<file path="config.mk">
export PLATFORM = sky130hd
export DESIGN_NAME = pe_scan_ctrl_flat
export DESIGN_NICKNAME = d
export VERILOG_FILES = /design/src/rtl/pe_scan_ctrl_pkg.sv /design/src/rtl/pe_scan_ctrl_if.sv /design/src/rtl/pe_scan_ctrl_pos_counter.sv /design/src/rtl/pe_scan_ctrl.sv /design/src/flat_wrapper.sv
export SDC_FILE = /design/constraint.sdc
export NUM_CORES = 1
export LEC_CHECK = 0
export CORE_MARGIN = 3
export CORE_UTILIZATION = 45
export CTS_BUF_LIST = sky130_fd_sc_hd__clkbuf_4
export DETAILED_ROUTE_END_ITERATION = 7
export GPL_ROUTABILITY_DRIVEN = 0
export GPL_TIMING_DRIVEN = 0
export PLACE_DENSITY = 0.69
export REMOVE_ABC_BUFFERS = 1
export SYNTH_ARGS = -nofsm -noshare
export SYNTH_HDL_FRONTEND = slang
export SYNTH_SLANG_ARGS = --single-unit
</file>
<file path="constraint.sdc">
create_clock -name clk -period 3.99 [get_ports clk]
set_input_delay 0.798 -clock clk [delete_from_list [all_inputs] [get_ports clk]]
set_output_delay 0.798 -clock clk [all_outputs]
set_load 0.005 [all_outputs]
</file>
<file path="src/rtl/pe_scan_ctrl_pkg.sv">
// Shared widths, pipeline depth and state encoding for the PE scan sequencer.
package pe_scan_ctrl_pkg;

  // Default datapath widths for the controller and its interface.
  localparam int PKG_W_SIZE       = 8;
  localparam int PKG_W_CHANNEL    = 4;
  localparam int PKG_W_FRAME_SIZE = 12;

  // PE pipeline: 3 pre-calculation stages plus the PE datapath delay.
  localparam int PE_DELAY = 9;
  localparam int PKG_STG  = PE_DELAY + 3;

  // Sequencer states.
  typedef enum logic [2:0] {
    ST_IDLE  = 3'd0,
    ST_FLOAD = 3'd1,
    ST_RUN   = 3'd2,
    ST_DRAIN = 3'd3,
    ST_DONE  = 3'd4
  } scan_state_e;

endpackage

</file>
<file path="src/rtl/pe_scan_ctrl_if.sv">
// Config, filter-reload handshake and position stream between the top
// controller / IFM buffer / PE engine and the scan sequencer.
interface pe_scan_ctrl_if
  import pe_scan_ctrl_pkg::*;
#(
  parameter int W_SIZE       = PKG_W_SIZE,
  parameter int W_CHANNEL    = PKG_W_CHANNEL,
  parameter int W_FRAME_SIZE = PKG_W_FRAME_SIZE
);
  logic                    i_start;
  logic [W_SIZE-1:0]       i_width;
  logic [W_SIZE-1:0]       i_height;
  logic [W_CHANNEL-1:0]    i_num_tiles;
  logic                    i_ifm_ready;
  logic                    o_filter_load;
  logic                    i_filter_done;
  logic                    c_ctrl_data_run;
  logic                    c_ctrl_hsync_run;
  logic [W_SIZE-1:0]       c_row;
  logic [W_SIZE-1:0]       c_col;
  logic [W_CHANNEL-1:0]    c_chn;
  logic [W_FRAME_SIZE-1:0] c_data_count;
  logic                    c_is_first_row;
  logic                    c_is_last_row;
  logic                    c_is_first_col;
  logic                    c_is_last_col;
  logic                    c_end_frame;
  logic                    o_busy;

  // Sequencer side: consumes config/ready/done, drives the stream.
  modport master (
    input  i_start, i_width, i_height, i_num_tiles, i_ifm_ready, i_filter_done,
    output o_filter_load, c_ctrl_data_run, c_ctrl_hsync_run, c_row, c_col, c_chn,
           c_data_count, c_is_first_row, c_is_last_row, c_is_first_col,
           c_is_last_col, c_end_frame, o_busy
  );

  // Environment side: top controller, IFM buffer and PE engine.
  modport slave (
    output i_start, i_width, i_height, i_num_tiles, i_ifm_ready, i_filter_done,
    input  o_filter_load, c_ctrl_data_run, c_ctrl_hsync_run, c_row, c_col, c_chn,
           c_data_count, c_is_first_row, c_is_last_row, c_is_first_col,
           c_is_last_col, c_end_frame, o_busy
  );
endinterface

</file>
<file path="src/rtl/pe_scan_ctrl_pos_counter.sv">
// Nested row/col/chn position counter. col is innermost; a tile end wraps
// row and col to zero, and the channel tile is stepped separately so the
// sequencer can still see the finished tile's terminal count.
module pe_scan_ctrl_pos_counter #(
  parameter int W_SIZE    = 8,
  parameter int W_CHANNEL = 4
) (
  input  logic                 clk,
  input  logic                 rst,
  input  logic                 clear,
  input  logic                 advance,
  input  logic                 chn_inc,
  input  logic [W_SIZE-1:0]    width,
  input  logic [W_SIZE-1:0]    height,
  input  logic [W_CHANNEL-1:0] tiles,
  output logic [W_SIZE-1:0]    row,
  output logic [W_SIZE-1:0]    col,
  output logic [W_CHANNEL-1:0] chn,
  output logic                 col_tc,
  output logic                 row_tc,
  output logic                 chn_tc,
  output logic                 first_row,
  output logic                 last_row,
  output logic                 first_col,
  output logic                 last_col
);
  localparam logic [W_SIZE-1:0]    S_ONE = W_SIZE'(1);
  localparam logic [W_CHANNEL-1:0] C_ONE = W_CHANNEL'(1);

  logic [W_SIZE-1:0]    row_q, row_d;
  logic [W_SIZE-1:0]    col_q, col_d;
  logic [W_CHANNEL-1:0] chn_q, chn_d;

  // Terminal counts against the latched frame geometry.
  always_comb begin
    col_tc = (col_q == width - S_ONE);
    row_tc = (row_q == height - S_ONE);
    chn_tc = (chn_q == tiles - C_ONE);
  end

  // Location flags of the position about to be issued.
  always_comb begin
    first_row = (row_q == '0);
    last_row  = row_tc;
    first_col = (col_q == '0);
    last_col  = col_tc;
  end

  // Next position: col steps every beat, row at end of line.
  always_comb begin
    row_d = row_q;
    col_d = col_q;
    chn_d = chn_q;
    if (clear) begin
      row_d = '0;
      col_d = '0;
      chn_d = '0;
    end else begin
      if (advance) begin
        if (col_tc) begin
          col_d = '0;
          row_d = row_tc ? '0 : row_q + S_ONE;
        end else begin
          col_d = col_q + S_ONE;
        end
      end
      if (chn_inc) begin
        chn_d = chn_q + C_ONE;
      end
    end
  end

  // Position state.
  always_ff @(posedge clk or posedge rst) begin
    if (rst) begin
      row_q <= '0;
      col_q <= '0;
      chn_q <= '0;
    end else begin
      row_q <= row_d;
      col_q <= col_d;
      chn_q <= chn_d;
    end
  end

  assign row = row_q;
  assign col = col_q;
  assign chn = chn_q;
endmodule

</file>
<file path="src/rtl/pe_scan_ctrl.sv">
// PE scan sequencer: per channel tile requests a filter reload, streams
// (row, col, chn) beats gated by IFM ready, then drains the PE pipeline and
// pulses end of frame. All outputs are registered.
module pe_scan_ctrl
  import pe_scan_ctrl_pkg::*;
#(
  parameter int W_SIZE       = PKG_W_SIZE,
  parameter int W_CHANNEL    = PKG_W_CHANNEL,
  parameter int W_FRAME_SIZE = PKG_W_FRAME_SIZE,
  parameter int STG          = PKG_STG
) (
  input  logic           clk,
  input  logic           rst,
  pe_scan_ctrl_if.master bus
);
  localparam int                      W_DRAIN    = $clog2(STG + 1);
  localparam logic [W_DRAIN-1:0]      DRAIN_LAST = W_DRAIN'(STG - 1);
  localparam logic [W_DRAIN-1:0]      DRAIN_ONE  = W_DRAIN'(1);
  localparam logic [W_FRAME_SIZE-1:0] CNT_ONE    = W_FRAME_SIZE'(1);

  scan_state_e             state_q, state_d;
  logic [W_SIZE-1:0]       width_q, width_d;
  logic [W_SIZE-1:0]       height_q, height_d;
  logic [W_CHANNEL-1:0]    tiles_q, tiles_d;
  logic [W_FRAME_SIZE-1:0] beat_cnt_q, beat_cnt_d;
  logic [W_DRAIN-1:0]      drain_cnt_q, drain_cnt_d;
  logic                    tile_end_q, tile_end_d;

  logic                    filter_load_q, filter_load_d;
  logic                    data_run_q, data_run_d;
  logic                    hsync_run_q, hsync_run_d;
  logic [W_SIZE-1:0]       row_q, row_d;
  logic [W_SIZE-1:0]       col_q, col_d;
  logic [W_CHANNEL-1:0]    chn_q, chn_d;
  logic [W_FRAME_SIZE-1:0] data_count_q, data_count_d;
  logic [3:0]              flags_q, flags_d;   // {first_row, last_row, first_col, last_col}
  logic                    end_frame_q, end_frame_d;
  logic                    busy_q, busy_d;

  logic                    cnt_clear, cnt_adv, cnt_chn_inc;
  logic [W_SIZE-1:0]       pos_row, pos_col;
  logic [W_CHANNEL-1:0]    pos_chn;
  logic                    col_tc, row_tc, chn_tc;
  logic                    pf_first_row, pf_last_row, pf_first_col, pf_last_col;
  logic                    cfg_ok;

  pe_scan_ctrl_pos_counter #(
    .W_SIZE    (W_SIZE),
    .W_CHANNEL (W_CHANNEL)
  ) u_pos (
    .clk       (clk),
    .rst       (rst),
    .clear     (cnt_clear),
    .advance   (cnt_adv),
    .chn_inc   (cnt_chn_inc),
    .width     (width_q),
    .height    (height_q),
    .tiles     (tiles_q),
    .row       (pos_row),
    .col       (pos_col),
    .chn       (pos_chn),
    .col_tc    (col_tc),
    .row_tc    (row_tc),
    .chn_tc    (chn_tc),
    .first_row (pf_first_row),
    .last_row  (pf_last_row),
    .first_col (pf_first_col),
    .last_col  (pf_last_col)
  );

  // A start is only accepted for a non-degenerate frame.
  assign cfg_ok = (bus.i_width != '0) && (bus.i_height != '0) && (bus.i_num_tiles != '0);

  // Next state and next registered outputs. The tile end is handled one
  // cycle after the last beat is issued so the reload request lands in the
  // cycle after that beat is presented, and the drain starts from there.
  always_comb begin
    state_d       = state_q;
    width_d       = width_q;
    height_d      = height_q;
    tiles_d       = tiles_q;
    beat_cnt_d    = beat_cnt_q;
    drain_cnt_d   = drain_cnt_q;
    tile_end_d    = tile_end_q;
    filter_load_d = 1'b0;
    data_run_d    = 1'b0;
    hsync_run_d   = 1'b0;
    row_d         = row_q;
    col_d         = col_q;
    chn_d         = chn_q;
    data_count_d  = data_count_q;
    flags_d       = 4'b0000;
    end_frame_d   = 1'b0;
    cnt_clear     = 1'b0;
    cnt_adv       = 1'b0;
    cnt_chn_inc   = 1'b0;

    case (state_q)
      ST_IDLE: begin
        if (bus.i_start && cfg_ok) begin
          width_d       = bus.i_width;
          height_d      = bus.i_height;
          tiles_d       = bus.i_num_tiles;
          beat_cnt_d    = '0;
          tile_end_d    = 1'b0;
          row_d         = '0;
          col_d         = '0;
          chn_d         = '0;
          data_count_d  = '0;
          cnt_clear     = 1'b1;
          filter_load_d = 1'b1;
          state_d       = ST_FLOAD;
        end
      end
      ST_FLOAD: begin
        if (bus.i_filter_done) begin
          state_d = ST_RUN;
        end
      end
      ST_RUN: begin
        if (tile_end_q) begin
          tile_end_d = 1'b0;
          if (chn_tc) begin
            drain_cnt_d = '0;
            state_d     = ST_DRAIN;
          end else begin
            cnt_chn_inc   = 1'b1;
            filter_load_d = 1'b1;
            state_d       = ST_FLOAD;
          end
        end else if (bus.i_ifm_ready) begin
          data_run_d   = 1'b1;
          hsync_run_d  = pf_first_col;
          row_d        = pos_row;
          col_d        = pos_col;
          chn_d        = pos_chn;
          data_count_d = beat_cnt_q;
          flags_d      = {pf_first_row, pf_last_row, pf_first_col, pf_last_col};
          beat_cnt_d   = beat_cnt_q + CNT_ONE;
          cnt_adv      = 1'b1;
          tile_end_d   = col_tc && row_tc;
        end
      end
      ST_DRAIN: begin
        if (drain_cnt_q == DRAIN_LAST) begin
          end_frame_d = 1'b1;
          state_d     = ST_DONE;
        end else begin
          drain_cnt_d = drain_cnt_q + DRAIN_ONE;
        end
      end
      ST_DONE: begin
        state_d = ST_IDLE;
      end
      default: begin
        state_d = ST_IDLE;
      end
    endcase

    busy_d = (state_d != ST_IDLE);
  end

  // FSM state, latched config and registered outputs.
  always_ff @(posedge clk or posedge rst) begin
    if (rst) begin
      state_q       <= ST_IDLE;
      width_q       <= '0;
      height_q      <= '0;
      tiles_q       <= '0;
      beat_cnt_q    <= '0;
      drain_cnt_q   <= '0;
      tile_end_q    <= 1'b0;
      filter_load_q <= 1'b0;
      data_run_q    <= 1'b0;
      hsync_run_q   <= 1'b0;
      row_q         <= '0;
      col_q         <= '0;
      chn_q         <= '0;
      data_count_q  <= '0;
      flags_q       <= 4'b0000;
      end_frame_q   <= 1'b0;
      busy_q        <= 1'b0;
    end else begin
      state_q       <= state_d;
      width_q       <= width_d;
      height_q      <= height_d;
      tiles_q       <= tiles_d;
      beat_cnt_q    <= beat_cnt_d;
      drain_cnt_q   <= drain_cnt_d;
      tile_end_q    <= tile_end_d;
      filter_load_q <= filter_load_d;
      data_run_q    <= data_run_d;
      hsync_run_q   <= hsync_run_d;
      row_q         <= row_d;
      col_q         <= col_d;
      chn_q         <= chn_d;
      data_count_q  <= data_count_d;
      flags_q       <= flags_d;
      end_frame_q   <= end_frame_d;
      busy_q        <= busy_d;
    end
  end

  assign bus.o_filter_load    = filter_load_q;
  assign bus.c_ctrl_data_run  = data_run_q;
  assign bus.c_ctrl_hsync_run = hsync_run_q;
  assign bus.c_row            = row_q;
  assign bus.c_col            = col_q;
  assign bus.c_chn            = chn_q;
  assign bus.c_data_count     = data_count_q;
  assign bus.c_is_first_row   = flags_q[3];
  assign bus.c_is_last_row    = flags_q[2];
  assign bus.c_is_first_col   = flags_q[1];
  assign bus.c_is_last_col    = flags_q[0];
  assign bus.c_end_frame      = end_frame_q;
  assign bus.o_busy           = busy_q;
endmodule
</file>
<file path="src/flat_wrapper.sv">
// flat-port wrapper written by rule: the top's interface ports become plain ports
module pe_scan_ctrl_flat import pe_scan_ctrl_pkg::*;
#(
  parameter int W_SIZE       = PKG_W_SIZE,
  parameter int W_CHANNEL    = PKG_W_CHANNEL,
  parameter int W_FRAME_SIZE = PKG_W_FRAME_SIZE,
  parameter int STG          = PKG_STG
)
  (clk, rst, bus_i_start, bus_i_width, bus_i_height, bus_i_num_tiles, bus_i_ifm_ready, bus_i_filter_done, bus_o_filter_load, bus_c_ctrl_data_run, bus_c_ctrl_hsync_run, bus_c_row, bus_c_col, bus_c_chn, bus_c_data_count, bus_c_is_first_row, bus_c_is_last_row, bus_c_is_first_col, bus_c_is_last_col, bus_c_end_frame, bus_o_busy);
  pe_scan_ctrl_if #(.W_SIZE(W_SIZE), .W_CHANNEL(W_CHANNEL), .W_FRAME_SIZE(W_FRAME_SIZE)) bus_i ();
  input  logic clk;
  input  logic rst;
  input wire logic [$bits(bus_i.i_start)-1:0] bus_i_start;
  input wire logic [$bits(bus_i.i_width)-1:0] bus_i_width;
  input wire logic [$bits(bus_i.i_height)-1:0] bus_i_height;
  input wire logic [$bits(bus_i.i_num_tiles)-1:0] bus_i_num_tiles;
  input wire logic [$bits(bus_i.i_ifm_ready)-1:0] bus_i_ifm_ready;
  input wire logic [$bits(bus_i.i_filter_done)-1:0] bus_i_filter_done;
  output wire logic [$bits(bus_i.o_filter_load)-1:0] bus_o_filter_load;
  output wire logic [$bits(bus_i.c_ctrl_data_run)-1:0] bus_c_ctrl_data_run;
  output wire logic [$bits(bus_i.c_ctrl_hsync_run)-1:0] bus_c_ctrl_hsync_run;
  output wire logic [$bits(bus_i.c_row)-1:0] bus_c_row;
  output wire logic [$bits(bus_i.c_col)-1:0] bus_c_col;
  output wire logic [$bits(bus_i.c_chn)-1:0] bus_c_chn;
  output wire logic [$bits(bus_i.c_data_count)-1:0] bus_c_data_count;
  output wire logic [$bits(bus_i.c_is_first_row)-1:0] bus_c_is_first_row;
  output wire logic [$bits(bus_i.c_is_last_row)-1:0] bus_c_is_last_row;
  output wire logic [$bits(bus_i.c_is_first_col)-1:0] bus_c_is_first_col;
  output wire logic [$bits(bus_i.c_is_last_col)-1:0] bus_c_is_last_col;
  output wire logic [$bits(bus_i.c_end_frame)-1:0] bus_c_end_frame;
  output wire logic [$bits(bus_i.o_busy)-1:0] bus_o_busy;
  assign bus_i.i_start = bus_i_start;
  assign bus_i.i_width = bus_i_width;
  assign bus_i.i_height = bus_i_height;
  assign bus_i.i_num_tiles = bus_i_num_tiles;
  assign bus_i.i_ifm_ready = bus_i_ifm_ready;
  assign bus_i.i_filter_done = bus_i_filter_done;
  assign bus_o_filter_load = bus_i.o_filter_load;
  assign bus_c_ctrl_data_run = bus_i.c_ctrl_data_run;
  assign bus_c_ctrl_hsync_run = bus_i.c_ctrl_hsync_run;
  assign bus_c_row = bus_i.c_row;
  assign bus_c_col = bus_i.c_col;
  assign bus_c_chn = bus_i.c_chn;
  assign bus_c_data_count = bus_i.c_data_count;
  assign bus_c_is_first_row = bus_i.c_is_first_row;
  assign bus_c_is_last_row = bus_i.c_is_last_row;
  assign bus_c_is_first_col = bus_i.c_is_first_col;
  assign bus_c_is_last_col = bus_i.c_is_last_col;
  assign bus_c_end_frame = bus_i.c_end_frame;
  assign bus_o_busy = bus_i.o_busy;
  pe_scan_ctrl #(.W_SIZE(W_SIZE), .W_CHANNEL(W_CHANNEL), .W_FRAME_SIZE(W_FRAME_SIZE), .STG(STG)) u_core (.clk(clk), .rst(rst), .bus(bus_i));
endmodule
</file>
==> out/qor.csv <==
stage,metric,value,unit
run_status,outcome,completed,
die,fp.dieArea,12500,um^2
power_and_ir_drop,cellPowerDensity,542,nW/um^2
place,place_area,5800,um^2
synthesis,yosys.area_share.simple,0.252,
place,dpl.hpwl,7550,um
synthesis,ys_seq_area_frac,0.496,
sta,rsz0062_at_grt,false,
worst_setup_path,criticalPathCategory,reg -> reg,
clock_tree,cts_root_buffer,clkbuf_4,
worst_setup_path,end_kind,register,
sta,setup_viol,0,
worst_setup_path,cp_slowest_cell,nor3b_4,
die,die_x,112,um
clock_tree,cts_hold_buf,0,
synthesis,yosys-top-cells-area,"dfrtp_1 50%, nand2_1 10%, xor2_1 4.0%",
synthesis,synth_cells,551,
place,portBuffers,65,
synthesis,synth_top_family_by_area,simple AND/OR/NAND/NOR gates,
routing,ant_nets,0,
die,row_count,38,
synthesis,synth_fa_ha_area_frac,0.0248,
worst_setup_path,cp_slowest_stage_delay,0.60,ns
routing,post_drt_wl_per_cell,14.5,um
worst_setup_path,required,4.37,ns
synthesis,yosysWarnings,0,
synthesis,ys.flop_type,dfrtp_1,
sta,timing.final.crit_share,0.742,
synthesis,async_flop_share,1.00,
worst_setup_path,endpoint,u_core.beat_cnt_q[10],
worst_setup_path,r2r-start,u_core.state_q[2],
place,place_inst,727,
die,ios,66,
global_routing,grt_max_degree,65,
global_routing,grt_first_pass_wirelength,18800,um
die,start_util,0.464,
clock_tree,clk_latency,0.46,ns
synthesis,synth_cell_types,59,
clock_tree,cts_resized,0,
clock_tree,cts_buffers,9,
cells_and_area,design_area,5980,um^2
cells_and_area,diodes,0,
routing,drt-total-wl,10800,um
power_and_ir_drop,p_leak,2.61,nW
sta,relSlewSlack,0.352,
routing,drc,0,
routing,viasPerCell,5.44,
die,core,10900,um^2
cells_and_area,area_growth,18.5,%
synthesis,synth-compound-area-share,0.111,
routing,first_iter_violations,241,
min_path,hp-class,reg -> reg,
clock_tree,clockBufferDepth,2,
worst_setup_path,start_kind,register,
synthesis,synth.top_cell.area_share,0.496,
synthesis,synth_xor_area_frac,0.0622,
clock_tree,clkTransAtPathRegs,0.17,ns
synthesis,synth.top_cells.by_count,"138 x nand2_1, 100 x dfrtp_1, 33 x o21ai_0, 24 x nor2_1, 23 x xor2_1",
worst_setup_path,regToRegEndpoint,u_core.beat_cnt_q[10],
sta,hold_violations,0,
worst_setup_path,arrival,3.35,ns
sta,slew_violations,0,
die,die_h,112,um
worst_setup_path,crit_fanout,24,
worst_setup_path,startpoint,u_core.state_q[2],
global_routing,grt-ovfl-total,0,
synthesis,synth_top_area_cell,dfrtp_1,
synthesis,synth-edff-count,0,
worst_setup_path,ff2ff_path_depth,6,
clock_tree,clock_sinks,100,
clock_tree,htreeDepth,3,
synthesis,syn_area,5050,um^2
synthesis,synth_most_common_cell,nand2_1,
cells_and_area,final_net_count,634,
global_routing,first_global_vias,4026,
worst_setup_path,crit_chain,"nor3b_4, nand3_2, inv_2, nand4_1, or3_1, a21oi_1",
clock_tree,cts_tree,done,
clock_tree,post-cts-setup-buffers,0,
cells_and_area,drive_above_1_share,0.0579,
sta,max_freq,338,MHz
synthesis,ys_ff_latch,100,
routing,route.vias.total,4048,
synthesis,synth_area_per_cell,9.16,um^2
routing,drtPass1Iterations,4,
run,max_cap_viol_count,0,
power_and_ir_drop,max-vdd-ir-drop,0.304,mV
sta,worstMarginPinSlew,0.971,ns
global_routing,grt_usage,0.180,
synthesis,synth_mux_area_frac,0.0102,
sta,skew,0.0160,ns
global_routing,antenna_found_initial,0,
cells_and_area,fin_cells,744,
worst_setup_path,rrSetupSlack,1.03,ns
sta,period_minus_slack,2.96,ns
state kept, by name, indices dropped and copies added (netlist names), 3 cells and up:
| name | flops |
|---|---|
| u_core.beat_cnt_q | 12 |
| u_core.bus.c_chn | 4 |
| u_core.u_pos.row | 8 |
| u_core.u_pos.chn | 4 |
| u_core.bus.c_col | 8 |
| u_core.width_q | 8 |
| u_core.flags_q | 4 |
| u_core.bus.c_data_count | 12 |
| u_core.u_pos.col | 8 |
| u_core.state_q | 3 |
| u_core.drain_cnt_q | 4 |
| u_core.height_q | 8 |
| u_core.bus.c_row | 8 |
| u_core.tiles_q | 4 |
cells in the final DEF (no fill, tap or decap), types with 11 or more instances in the layout:
cell type / Yosys / routed
xnor2_1: 11 / 11
nor2_1: 24 / 23
o21ai_1: 15 / 15
o21ai_0: 33 / 33
o211ai_1: 12 / 12
xor2_1: 23 / 23
inv_1: 16 / 15
nand4_1: 16 / 16
clkdlybuf4s50_1: 0 / 65
nand3_1: 12 / 12
dfrtp_1: 100 / 100
nand2_1: 138 / 138
kinds of logic after synthesis:
kind of cell    count (synthesis)
flops                         100
buf+inv                        50
compound gates                 89
mux                             5
fa+ha+maj                      10
simple gates                  262
xor+xnor                       35
worst min-delay path by stage:
stage | from | end | slack, ns | cells past startpoint
after floorplan | u_core.tiles_q[3] | u_core.tiles_q[3] | 0.47 | 2
after global placement | u_core.bus.c_data_count[10] | u_core.bus.c_data_count[10] | 0.46 | 2
after detailed placement | u_core.bus.c_data_count[6] | u_core.bus.c_data_count[6] | 0.47 | 2
after CTS | u_core.bus.c_data_count[6] | u_core.bus.c_data_count[6] | 0.51 | 2
after global routing | u_core.bus.c_col[0] | u_core.bus.c_col[0] | 0.53 | 2
final | u_core.bus.c_data_count[6] | u_core.bus.c_data_count[6] | 0.50 | 2
layer usage:
metal	wire (um)	part of all wire	GRT usage	vias up
met1	4860	0.45	0.237	1957
met5	0	0	0	-
met4	92	0.0085	0.0519	0
met2	5250	0.49	0.300	94
li1	-	-	-	1987
met3	566	0.053	0.0375	10
critical path: cells and delay by family (launching register included):
family,cells,cell delay (ns)
simple gates,4,1.77
buf+inv,1,0.51
flops,1,0.46
compound gates,1,0.15
area by class of cell:
type,instances,area (um^2)
multi-input combinational,401,2340
inverter,18,70.1
clock buffer,9,67.6
fill,1008,4910
sequential,100,2500
timing repair buffer,69,741
tap,140,175
clock inverter,7,87.6
stage by stage:
step	power (mW)	hold WS, ns	setup TNS, ns	setup WS (ns)	util
6_report	3.24	0.502	0	1.03	0.549
5_1_grt	3.50	0.529	0	0.771	0.549
4_1_cts	3.26	0.508	0	1.03	0.547
3_5_place_dp	2.67	0.470	0	0.512	0.533
3_3_place_gp	2.55	0.460	-167.65	-2.20	0.525
2_1_floorplan	2.23	0.465	-13.33	-0.421	-
power breakdown:
group | internal (mW) | total, mW | switching (mW)
registers | 1.21 | 1.43 | 0.220
clock network | 0.208 | 0.577 | 0.369
logic | 0.531 | 1.24 | 0.708
total | 1.94 | 3.24 | 1.30
Note: power is estimated with default switching activity, not from simulation.
